## src/rtl/run_detector.sv

```systemverilog
// Serial run detector: counts consecutive equal bits, flags runs of RUN_LEN,
// and keeps a saturating tally of completed matches.
module run_detector #(
  parameter int RUN_LEN = 4,
  parameter int CNT_W   = 8
) (
  input  logic             Clock,
  input  logic             Reset,
  input  logic             en,
  input  logic             w,
  input  logic             clr,
  input  logic             rearm,
  output logic             z,
  output logic             z_val,
  output logic             hit,
  output logic [3:0]       run,
  output logic [CNT_W-1:0] det_count
);

  typedef enum logic [1:0] {IDLE, ZEROS, ONES} state_e;

  localparam logic [3:0]       RUN_MAX = 4'(RUN_LEN);
  localparam logic [CNT_W-1:0] CNT_MAX = '1;

  state_e           state_q, state_d;
  logic [3:0]       run_q, run_d;
  logic             hit_q, hit_d;
  logic             z_q, z_val_q;
  logic [CNT_W-1:0] cnt_q, cnt_d;

  always_comb begin
    state_d = state_q;
    run_d   = run_q;
    hit_d   = 1'b0;
    cnt_d   = cnt_q;
    if (clr) begin
      state_d = IDLE;
      run_d   = 4'd0;
      cnt_d   = '0;
    end else if (en) begin
      if (state_q == IDLE || w != (state_q == ONES)) begin
        state_d = w ? ONES : ZEROS;
        run_d   = 4'd1;
      end else if (run_q == RUN_MAX) begin
        // A full run either holds (no new hit) or starts a fresh, non-overlapping one.
        run_d = rearm ? 4'd1 : RUN_MAX;
      end else begin
        run_d = run_q + 4'd1;
        hit_d = (run_d == RUN_MAX);
      end
      if (hit_d && cnt_q != CNT_MAX) begin
        cnt_d = cnt_q + 1'b1;
      end
    end
  end

  always_ff @(posedge Clock or posedge Reset) begin
    if (Reset) begin
      state_q <= IDLE;
      run_q   <= 4'd0;
      hit_q   <= 1'b0;
      z_q     <= 1'b0;
      z_val_q <= 1'b0;
      cnt_q   <= '0;
    end else begin
      state_q <= state_d;
      run_q   <= run_d;
      hit_q   <= hit_d;
      z_q     <= (run_d == RUN_MAX);
      z_val_q <= (state_d == ONES);
      cnt_q   <= cnt_d;
    end
  end

  assign z         = z_q;
  assign z_val     = z_val_q;
  assign hit       = hit_q;
  assign run       = run_q;
  assign det_count = cnt_q;

endmodule

```

## config.mk

```make
export PLATFORM = sky130hd
export DESIGN_NAME = run_detector
export DESIGN_NICKNAME = d
export VERILOG_FILES = /design/src/rtl/run_detector.sv
export SDC_FILE = /design/constraint.sdc
export NUM_CORES = 1
export LEC_CHECK = 0
export CORE_MARGIN = 5
export CORE_UTILIZATION = 41
export CTS_BUF_LIST = sky130_fd_sc_hd__clkbuf_2 sky130_fd_sc_hd__clkbuf_4 sky130_fd_sc_hd__clkbuf_8
export DETAILED_ROUTE_END_ITERATION = 8
export GPL_ROUTABILITY_DRIVEN = 0
export PLACE_DENSITY = 0.77
export SLEW_MARGIN = 20
export SYNTH_ARGS = -nofsm -noshare
export SYNTH_HDL_FRONTEND = slang
export SYNTH_SLANG_ARGS = --single-unit
```

## constraint.sdc

```tcl
create_clock -name Clock -period 2.75 [get_ports Clock]
set_clock_uncertainty 0.05 [all_clocks]
set_input_delay 0.55 -clock Clock [delete_from_list [all_inputs] [get_ports Clock]]
set_output_delay 0.55 -clock Clock [all_outputs]
set_load 0.01 [all_outputs]
```

==> impl_metrics.tcl <==
set metrics [dict create \
    status "completed" \
    fin_nets 133 \
    vdd_drop_max_mv 0.2569 \
    cts_made_buffers 3 \
    ctsHoldBuffers 0 \
    clk-insertion-delay-late_ps 280 \
    finalCritPeriodShare_pct 85.77 \
    criticalPathCategory "reg2reg" \
    drt_iter0_drc 34 \
    reg2reg_from "run[0]$_DFF_PP0_" \
    grt_max_degree 18 \
    total_power_uw 437.2 \
    cts_tree "built" \
    portBuffers 20 \
    antenna_found_initial 0 \
    layout-drive-gt1-share_pct 5.738 \
    postLayoutCoreUtil_pct 54.98 \
    clockRootBuffer "clkbuf_4" \
    cp-end-kind "flip-flop" \
    fp.dieW_um 58.29 \
    antenna_cells 0 \
    start_util_pct 43.21 \
    worstMarginPinSlew_ps 618.4 \
    synth-edff-count 0 \
    crit_required_ps 2900 \
    firstDrtPassIters 4 \
    htreeDepth 1 \
    worstPathMaxFanout 15 \
    maxCapViolations 0 \
    synthDistinctLibCells 30 \
    synthTopCellsByCount "17 x dfrtp_1, 8 x a21oi_1, 8 x nor2_1, 6 x inv_1" \
    cpPeakStageDelay_ps 550 \
    hold_violations 0 \
    slew_headroom_pct 58.62 \
    worstPathArrival_ps 2510 \
    power.density_mw_per_mm2 359.5 \
    route.detailed.drc 0 \
    crit_start "run[0]$_DFF_PP0_" \
    layout_setup_ws_ps 391.2 \
    post_cts_buffers 0 \
    placed_area_mm2 0.001186 \
    place_hpwl_um 1559 \
    synth.most_common_cell "dfrtp_1" \
    synth.top_cell.area_share_pct 44.50 \
    worstHoldStart "det_count[6]$_DFFE_PP0P_" \
    cts.sinks 17 \
    route.vias.total 859 \
    syn_inst 100 \
    ys_async_sr_fraction_pct 100.0 \
    chipHeight_um 58.29 \
    synth.yosys.seq_area_share_pct 44.50 \
    grt.overflow.total 0 \
    core_area_mm2 0.002212 \
    ys_ff_latch 17 \
    cp_slowest_cell "or4_1" \
    synthTopCellsByArea "dfrtp_1 45%, ha_1 5.2%, a21oi_1 4.2%" \
    fmax_mhz 423.9 \
    hp-class "reg2reg" \
    yosysWarnings 0 \
    leakagePower_nw 0.5055 \
    syn_nets 110 \
    die-area_mm2 0.003397 \
    pre_cts_slack_ps 290.6 \
    drt-wirelength-per-cell_um 14.29 \
    slew_viol_final 0 \
    track_usage_pct 13.60 \
    holdPathStages 1 \
    fin_tns_setup_ps 0 \
    cts_resized 0 \
    avgSynthCellArea_um2 9.559 \
    synth_top_area_cell "dfrtp_1" \
    grt_pass1_vias 862 \
    viasPerCell 5.727 \
    reg2reg_depth 6 \
    grt_pass1_wl_um 3629 \
    area_delta_synth_final_pct 27.23 \
    setup_violations 0 \
    num_rows 17 \
    final_area_mm2 0.001216 \
    min_period_ps 2359 \
    ant_nets 0 \
    r2r_setup_slack_ps 390 \
    clkTransAtPathRegs_ps 90 \
    synth_flop_cell "dfrtp_1" \
    wl_um 2143 \
    path_cells "ha_1 -> or3b_1 -> o41ai_2 -> nand3_2 -> or4_1 -> a21oi_1" \
    clockBufferDepth 2 \
    syn_area_um2 955.9 \
    cp-start-kind "flip-flop" \
    rsz0062_at_grt "no" \
    io-pin-count 21 \
]
==> worst max-delay path, delay by kind of cell (launching register included) <==
kind	cells	cell delay, ps
AND/OR/NAND/NOR	3	1250
flip-flops	1	480
adder cells (fa/ha/maj)	1	270
AO/OA/AOI/OAI	2	240
==> cells by family (layout without fill, tap and decap cells) <==
logic type                 after synthesis  after routing  share of synthesized area [%]
AOI/OAI and AO/OA                       26             26                          18.32
and+or+nand+nor                         42             42                          26.18
muxes                                    2              2                          2.094
adders and majority gates                4              4                          5.236
buffers and inverters                    9             31                          3.665
DFF                                     17             17                          44.50
==> metal layers <==
metal  vias to the layer above  global-route usage [%]  part of all wire, %  routed length [um]
met2                        25                   22.97                   47                1013
met4                         0                   3.974                 0.47                  10
met5                         -                       0                    0                   0
li1                        419                       -                    -                   -
met1                       413                   17.45                   47                1007
met3                         2                   2.673                  5.2                 111
==> final timing paths <==
path                                             to
setup reg to reg           det_count[5]$_DFFE_PP0P_
setup / recovery           det_count[5]$_DFFE_PP0P_
max in group asynchronous  det_count[5]$_DFFE_PP0P_
hold reg to reg            det_count[6]$_DFFE_PP0P_
hold / removal             det_count[6]$_DFFE_PP0P_
min in group asynchronous  det_count[2]$_DFFE_PP0P_
==> stage by stage <==
stage          hold slack [ps]  cells
3_3_place_gp             471.7    146
5_1_grt                  538.7    150
6_report                 496.2    150
2_1_floorplan            426.1    100
4_1_cts                  492.0    150
3_5_place_dp             472.9    146
==> area by class of cell <==
type                       instances  area, um^2
timing repair buffer              21       207.7
clock buffer                       4       30.03
inverter                           6       22.52
multi-input combinational         74       495.5
fill                             206       996.0
tap                               28       35.03
sequential                        17       425.4
==> registers in the layout, indices dropped and copies added, names as in the netlist <==
register	flops
run	4
state_q	2
hit	1
det_count	8
z	1
z_val	1
==> cell usage in the layout (no fill, tap or decap), types with 5 or more instances in the layout <==
| master | n |
|---|---|
| clkdlybuf4s50_1 | 20 |
| inv_1 | 6 |
| nor2_1 | 8 |
| o21ai_0 | 5 |
| a21oi_1 | 8 |
| nand3_1 | 5 |
| dfrtp_1 | 17 |
| nand4_1 | 5 |
==> where the power goes <==
part           internal (mW)  switching [mW]
clock                 0.0661          0.0715
combinational         0.0186          0.0232
sequential             0.254         0.00419
total                  0.338          0.0989
Note: power is estimated with default switching activity, not from simulation.
==> edit: new RTL, same flow settings <==
Set the parameter `CNT_W` to 12 (it was 8).
--- a/src/rtl/run_detector.sv
+++ b/src/rtl/run_detector.sv
@@ -3,5 +3,5 @@
 module run_detector #(
   parameter int RUN_LEN = 4,
-  parameter int CNT_W   = 8
+  parameter int CNT_W   = 12
 ) (
   input  logic             Clock,
Ports: changed (resized det_count); port bits go from 21 to 25. No check against the original RTL was run, so the function may have changed too.
==> edit against the original RTL <==
Worst setup slack gained 57 ps; power grew 20%; critical path type unchanged; wire length rose by 31%; fmax grew 2.5%; cell count rose by 25%; sequential cell count grew 4; area after synthesis is 27% higher; design area grew 27%.
==> edit: results (changes against the original RTL) <==
[status]
status = completed

[pwr]
ir_drop_uv = 250.0  ; -2.7%
pg_seq_uw = 317  ; +23%
p_per_area_nw_per_um2 = 340.0  ; -5.4%
p_comb_uw = 50.1  ; +20%
p_leak_nw = 0.6351  ; +26%
p_sw_share_pct = 23.49  ; +0.87 points

[worst_setup_path]
endpoint = det_count[8]$_DFFE_PP0P_
cp.arrival_ps = 2490  ; -20 ps
slowest_delay_ps = 500  ; -50 ps
r2r_end = det_count[8]$_DFFE_PP0P_
cp_max_fo = 9  ; -6
crit_path_top_delay_cell = dfrtp_1

[yosys]
synthesis.nets = 136  ; +24%
yosys-top-cells-count = 21 x dfrtp_1, 15 x nand2_1, 10 x nor2_1, 8 x a21oi_1, 6 x nand3_1
synthTopCellsByArea = dfrtp_1 43%, nand2_1 4.6%, ha_1 4.1%, a21oi_1 3.3%, nor2_1 3.1%
synth_compound_area_share_pct = 19.28  ; +0.95 points
synth.avg_cell_area_um2 = 9.632  ; +0.76%
yosysSeqAreaShare_pct = 43.30  ; -1.2 points
synth_adder_area_share_pct = 4.124  ; -1.1 points
synth.distinct_cells = 37  ; +23%
synth_xor_area_share_pct = 0.7216  ; +0.72 points
synthMuxAreaShare_pct = 2.474  ; +0.38 points

[clock_tree]
cts.clk_slew.worst_paths_ps = 110  ; +20 ps
clock_latency_ps = 300  ; +20 ps
htreeDepth = 1  ; unchanged
clockRootBuffer = clkbuf_4
post_cts_resized = 0  ; unchanged

[cells_and_area]
seq_cells = 21  ; +4
nets = 167  ; +26%
nNonClkInverters = 4  ; -2
drive_gt1_share_pct = 7.692  ; +2.0 points
clock_area_share_pct = 1.948  ; -0.52 points
fin_cells = 187  ; +25%
multiInputGateArea_um2 = 669.4  ; +35%
sh_seq_area_pct = 34.09  ; -0.89 points
num-nonclk-buffers = 27  ; +29%
fill_cells = 269  ; +31%
largest_register_ffs = 12  ; +4

[placement]
dp_cells = 183  ; +25%
place_ws_ps = 256.4  ; -34.28 ps
numPortBuffers = 24  ; +20%
postPlaceCellArea_um2 = 1511  ; +27%
dpl.hpwl_um = 2076  ; +33%

[timing]
holdWs_ps = 511.6  ; +15.37 ps
worst_pin_slew_ps = 782.4  ; +164.0 ps
max_freq_mhz = 434.4  ; +2.5%

[global_route]
grt_usage_pct = 14.78  ; +1.2 points
grt_pass1_vias = 1081  ; +25%
grt_pass1_wl_um = 4912  ; +35%

[drt]
wl_per_cell_um = 15.03  ; +5.2%
route.detailed.drc = 0  ; unchanged
drtPass1Iterations = 4  ; unchanged
viasPerCell = 5.775  ; +0.85%

[die]
core_area_um2 = 2805  ; +27%

edit: changes by cell type in the layout (fill, tap and decap cells not counted), sizes merged, moves of 3 or more:
cell and delta:
a21o +3, clkdlybuf4s50 +4, dfrtp +4, nand2 +11
nor4 +3
edit: how the worst min path moves through the flow:
stage / from / endpoint / cells after the start
final: det_count[10]$_DFFE_PP0P_ / det_count[10]$_DFFE_PP0P_ / 1
after detailed placement: det_count[10]$_DFFE_PP0P_ / det_count[10]$_DFFE_PP0P_ / 1
after CTS: det_count[10]$_DFFE_PP0P_ / det_count[10]$_DFFE_PP0P_ / 1
after global routing: det_count[10]$_DFFE_PP0P_ / det_count[10]$_DFFE_PP0P_ / 1
after floorplan: Reset / det_count[0]$_DFFE_PP0P_ / 1
after global placement: det_count[10]$_DFFE_PP0P_ / det_count[10]$_DFFE_PP0P_ / 1
edit: routing by layer:
layer,share of wire (%),GRT usage (%),vias to the layer above
met1,44,18.71,516
met5,0,0,-
met3,5.3,4.378,2
met2,50,25.00,33
li1,-,-,529
met4,0.60,3.166,0
